File: src/rtl/packer_pkg.sv
// Shared types for the 64-to-512 packer.
// PACKER_FLUSH_EN selects whether a per-line word count is stored.
package packer_pkg;

    localparam int LANE_W = 64;
    localparam int LANES  = 8;
    localparam int LINE_W = 512;

    typedef logic [LANE_W-1:0] word_t;
    typedef logic [LINE_W-1:0] line_t;
    typedef logic [3:0]        count_t;

    typedef struct packed {
        line_t  data;
        count_t count;
    } entry_t;

`ifdef PACKER_FLUSH_EN
    typedef entry_t fifo_item_t;
`else
    typedef line_t fifo_item_t;
`endif

endpackage

File: src/rtl/line_fifo.sv
// Single-clock show-ahead queue of completed lines.
// Item type follows PACKER_FLUSH_EN (line only, or line plus count).
module line_fifo
    import packer_pkg::*;
#(
    parameter int DEPTH = 4
) (
    input  logic                   clk,
    input  logic                   rst,
    input  logic                   clr,
    input  logic                   push,
    input  fifo_item_t             push_item,
    input  logic                   pop,
    output fifo_item_t             head_item,
    output logic                   full,
    output logic                   empty,
    output logic [$clog2(DEPTH):0] level
);

    localparam int AW = $clog2(DEPTH);
    localparam logic [AW:0] FULL_LVL = (AW+1)'(DEPTH);

    fifo_item_t    mem [DEPTH];
    logic [AW-1:0] wr_ptr;
    logic [AW-1:0] rd_ptr;
    logic [AW:0]   level_q;
    logic          do_push;
    logic          do_pop;

    assign full    = level_q == FULL_LVL;
    assign empty   = level_q == '0;
    assign level   = level_q;
    assign do_push = push && !full;
    assign do_pop  = pop && !empty;

    // Head reads as zero when nothing is queued.
    assign head_item = empty ? '0 : mem[rd_ptr];

    always_ff @(posedge clk) begin
        if (do_push) begin
            mem[wr_ptr] <= push_item;
        end
    end

    always_ff @(posedge clk or posedge rst) begin
        if (rst) begin
            wr_ptr  <= '0;
            rd_ptr  <= '0;
            level_q <= '0;
        end else if (clr) begin
            wr_ptr  <= '0;
            rd_ptr  <= '0;
            level_q <= '0;
        end else begin
            if (do_push) begin
                wr_ptr <= wr_ptr + 1'b1;
            end
            if (do_pop) begin
                rd_ptr <= rd_ptr + 1'b1;
            end
            unique case ({do_push, do_pop})
                2'b10:   level_q <= level_q + 1'b1;
                2'b01:   level_q <= level_q - 1'b1;
                default: level_q <= level_q;
            endcase
        end
    end

endmodule

File: src/rtl/packer_64_to_512.sv
// Gathers eight 64-bit words into a 512-bit line and queues lines.
// PACKER_FLUSH_EN enables closing a partial line via flush.
module packer_64_to_512
    import packer_pkg::*;
#(
    parameter int DEPTH = 4
) (
    input  logic                   clk,
    input  logic                   rst,
    input  logic                   clr,
    input  logic [LANE_W-1:0]      data_in,
    input  logic                   wr_enable,
    output logic                   full,
    input  logic                   flush,
    output logic [LINE_W-1:0]      data_out,
    output logic [3:0]             word_count,
    input  logic                   rd_enable,
    output logic                   empty,
    output logic [$clog2(DEPTH):0] level,
    output logic [2:0]             lane
);

    logic [LANES-1:0][LANE_W-1:0] words_q;
    logic [LANES-1:0][LANE_W-1:0] words_d;
    logic [2:0]  lane_q;
    logic        wr_acc;
    logic        fl_acc;
    logic        push;
    line_t       push_line;
    fifo_item_t  push_item;
    fifo_item_t  head_item;

    assign wr_acc = wr_enable && !full;
    assign lane   = lane_q;

    always_comb begin
        words_d = words_q;
        if (wr_acc) begin
            words_d[lane_q] = data_in;
        end
    end

    // Open line is kept zeroed after each push, so partial lines are zero-filled.
    assign push_line = line_t'(words_d);

`ifdef PACKER_FLUSH_EN
    count_t push_count;

    assign fl_acc     = flush && !full;
    assign push_count = {1'b0, lane_q} + {3'b000, wr_acc};
    assign push       = (wr_acc && lane_q == 3'd7)
                      || (fl_acc && push_count != 4'd0);
    assign push_item  = '{data: push_line, count: push_count};
    assign data_out   = head_item.data;
    assign word_count = head_item.count;
`else
    logic unused_flush;

    assign unused_flush = flush;
    assign fl_acc       = 1'b0;
    assign push         = wr_acc && lane_q == 3'd7;
    assign push_item    = push_line;
    assign data_out     = head_item;
    assign word_count   = empty ? 4'd0 : 4'd8;
`endif

    always_ff @(posedge clk or posedge rst) begin
        if (rst) begin
            lane_q  <= '0;
            words_q <= '0;
        end else if (clr) begin
            lane_q  <= '0;
            words_q <= '0;
        end else if (push) begin
            lane_q  <= '0;
            words_q <= '0;
        end else if (wr_acc) begin
            lane_q  <= lane_q + 3'd1;
            words_q <= words_d;
        end
    end

    line_fifo #(
        .DEPTH(DEPTH)
    ) u_line_fifo (
        .clk       (clk),
        .rst       (rst),
        .clr       (clr),
        .push      (push),
        .push_item (push_item),
        .pop       (rd_enable),
        .head_item (head_item),
        .full      (full),
        .empty     (empty),
        .level     (level)
    );

endmodule

File: config.mk
export PLATFORM = sky130hd
export DESIGN_NAME = packer_64_to_512
export DESIGN_NICKNAME = d
export VERILOG_FILES = /design/src/rtl/packer_pkg.sv /design/src/rtl/line_fifo.sv /design/src/rtl/packer_64_to_512.sv
export SDC_FILE = /design/constraint.sdc
export NUM_CORES = 2
export LEC_CHECK = 0
export ABC_CLOCK_PERIOD_IN_PS = 31500
export CAP_MARGIN = 10
export CORE_AREA = 2 2 419 421
export CTS_BUF_LIST = sky130_fd_sc_hd__clkbuf_8
export CTS_CLUSTER_DIAMETER = 200
export DETAILED_ROUTE_END_ITERATION = 8
export DIE_AREA = 0 0 421 423
export PLACE_DENSITY = 0.83
export SKIP_LAST_GASP = 1
export SLEW_MARGIN = 20
export SYNTH_ARGS = -nofsm -noshare
export SYNTH_HDL_FRONTEND = slang
export SYNTH_HIERARCHICAL = 1
export SYNTH_SLANG_ARGS = --single-unit
File: constraint.sdc
create_clock -name clk -period 31.5 [get_ports clk]
set_input_delay 7.875 -clock clk [delete_from_list [all_inputs] [get_ports clk]]
set_output_delay 7.875 -clock clk [all_outputs]
set_load 0.01 [all_outputs]
==> impl_metrics.env <==
export IMPL_rsz0062_at_grt="false"
export IMPL_nets=5886
export IMPL_slew_viol_final=14
export IMPL_synth_common_cells="edfxtp_1 (2048), dfrtp_1 (522), and2_1 (520), a32o_1 (513), mux4_2 (512)"
export IMPL_leakagePower_nw=43.7
export IMPL_postCtsHoldBufs=0
export IMPL_status="finished, violations left"
export IMPL_hp_class="register to register"
export IMPL_arrival_ns=5.91
export IMPL_synth_most_common_cell="edfxtp_1"
export IMPL_first_global_vias=57600
export IMPL_yosysTopAreaCellShare=0.594
export IMPL_syn_area_per_cell_sq_um=20.0
export IMPL_final_hold_violation_count=0
export IMPL_drc=0
export IMPL_die_area_sq_um=178000
export IMPL_grt_max_degree=183
export IMPL_gp_congestion=0.812
export IMPL_area_delta_synth_final_pct=14.4
export IMPL_violations="max-slew violations"
export IMPL_synth_edf_count=2048
export IMPL_required_ns=23.63
export IMPL_cts_buffers=401
export IMPL_ctsResizeCount=0
export IMPL_cts_path_max_buffers=4
export IMPL_async_flop_share=0.203
export IMPL_synth_area_top_cells="edfxtp_1 (59%), dfrtp_1 (13%), mux4_2 (11%), mux2_2 (5.5%), a32o_1 (5.0%)"
export IMPL_cts_sink_count=2570
export IMPL_core_area_sq_um=173000
export IMPL_gr_usage_all_layers=0.293
export IMPL_synth_ff_type="edfxtp_1"
export IMPL_place_ws_ns=17.26
export IMPL_max_freq_mhz=72.5
export IMPL_dr_pass1_iters=5
export IMPL_path_max_fanout=46
export IMPL_grt_pass1_wl_mm=382
export IMPL_fillCellCount=10500
export IMPL_min_period_over_period=0.438
export IMPL_setup_ws_ns=17.71
export IMPL_start_kind="register"
export IMPL_routedWlPerCell_um=30.9
export IMPL_final_setup_viol_count=0
export IMPL_yosysTopAreaCell="edfxtp_1"
export IMPL_tns_ns=0
export IMPL_synthCells=5184
export IMPL_drive_gt1_frac=0.271
export IMPL_ys_seq_elements=2570
export IMPL_clk_pin_slew_ns=0.06
export IMPL_synthesis_area_sq_um=104000
export IMPL_wirelength_mm=261
export IMPL_skew_ns=0.0843
export IMPL_overflow=0
export IMPL_antenna_found_initial=6
export IMPL_path_class="register to primary output"
export IMPL_drtAntennaViolNets=0
export IMPL_multiInputGateArea_sq_um=26500
export IMPL_instances_no_fill=8461
export IMPL_htreeDepth=5
export IMPL_dp_cells=7731
export IMPL_pwr_density_cell_nw_per_um2=55.0
export IMPL_synth_distinct_cells=43
export IMPL_relSlewSlack=-0.00513
export IMPL_maxCapViolations=0
export IMPL_min_period_ns=13.79
export IMPL_insertion_delay_ns=1.05
export IMPL_portBuffers=589
export IMPL_utilization=0.684
export IMPL_synth_warnings=6
export IMPL_yosysSeqAreaShare=0.720
export IMPL_hpwl_mm=143
export IMPL_num_vias=55700
export IMPL_drt_iter0_drc=6746
export IMPL_pin_count=594
export IMPL_worstSetupEndpointType="primary output"
export IMPL_num_rows=153
export IMPL_cts_tree="done"
export IMPL_cts_post_setup_buffers_inserted=0
export IMPL_worstMarginPinSlew_ns=1.51
export IMPL_regArea_sq_um=74600
export IMPL_dieWidth_um=421
export IMPL_total_power_mw=6.51
export IMPL_peakVddDrop_v=0.0000454
export IMPL_initial_core_util=0.598
export IMPL_cts_root_buf="clkbuf_8"
export IMPL_chipHeight_um=423
export IMPL_viasPerCell=6.58
==> cell type report <==
class                      instances  share of cell area
tap                             2325              0.0246
antenna                            3           0.0000634
timing repair buffer             684              0.0574
multi-input combinational       2146               0.224
clock inverter                   267              0.0109
sequential                      2570               0.630
clock buffer                     460              0.0535
inverter                           6            0.000254
==> critical path: stages (launching register included) <==
cell	delay [ns]
dfrtp_4	0.99
buf_4	0.85
buf_4	0.89
buf_4	0.72
mux4_2	0.59
and2_1	0.24
clkdlybuf4s50_1	0.51
==> final timing paths <==
| path | startpoint | slack (ns) | cells past startpoint | endpoint |
|---|---|---|---|---|
| max reg2reg | u_line_fifo/level[0] | 24.95 | 9 | u_line_fifo/mem[3][303] |
| min | words_q[55] | 0.48 | 1 | words_q[55] |
| min in group asynchronous | rst | 7.37 | 2 | u_line_fifo/level[0] |
| min reg2reg | words_q[55] | 0.48 | 1 | words_q[55] |
| max in group asynchronous | rst | 21.03 | 5 | words_q[307] |
| max | u_line_fifo/rd_ptr[0] | 17.71 | 6 | data_out[303] |
==> cells by family (layout without fill, tap and decap cells) <==
| kind of cell | count (synthesis) | in the layout | synth area share |
|---|---|---|---|
| mux | 1028 | 1028 | 0.167 |
| fa+ha+maj | 7 | 7 | 0.000918 |
| other cells | 1 | 6 | 0.0000362 |
| simple gates | 574 | 574 | 0.0344 |
| xor+xnor | 4 | 4 | 0.000338 |
| flops | 2570 | 2570 | 0.720 |
| buf+inv | 470 | 1417 | 0.0251 |
| compound gates | 530 | 530 | 0.0517 |
==> per-stage QoR <==
step           hold WS [ns]  area [sq um]
2_1_floorplan         0.459        104000
3_3_place_gp          0.466        111000
3_5_place_dp          0.475        111000
4_1_cts               0.487        118000
5_1_grt               0.497        118000
6_report              0.484        118000
==> state kept, by name, indices dropped and copies added, names as in the netlist <==
signal	cells
u_line_fifo/level	3
u_line_fifo/rd_ptr	2
u_line_fifo/wr_ptr	2
words_q	512
u_line_fifo/mem	2048
lane	3
==> metal layers <==
metal | up-vias | share of wire | GRT usage
li1 | 22500 | - | -
met1 | 29300 | 0.37 | 0.385
met2 | 3339 | 0.49 | 0.473
met3 | 573 | 0.086 | 0.0527
met4 | 2 | 0.054 | 0.156
met5 | - | 0.000050 | 0
==> cell usage in the layout, fill, tap and decap left out, types with 3 or more instances in the layout <==
cell	n
buf_4	78
buf_12	13
inv_1	163
clkbuf_8	460
nand3b_1	4
nor2_1	14
conb_1	3
and2_4	6
edfxtp_1	2048
diode_2	3
mux2_2	503
clkinv_1	47
bufinv_16	7
mux2i_1	3
nand2_1	5
mux2_1	10
dfrtp_1	520
ha_1	6
mux4_2	512
buf_6	3
and3b_1	3
and2_1	514
clkinvlp_4	6
nor3_1	3
clkinv_2	45
nand3_1	3
nor3b_1	4
o21ai_0	3
a32o_1	513
o22ai_4	8
clkdlybuf4s50_1	589
==> power breakdown <==
group	internal [mW]	leakage (nW)	switching (mW)
Clock	1.39	4.52	1.26
Combinational	0.0494	11.0	0.147
Sequential	3.66	28.2	0.00790
(Power assumes the default switching activity.)
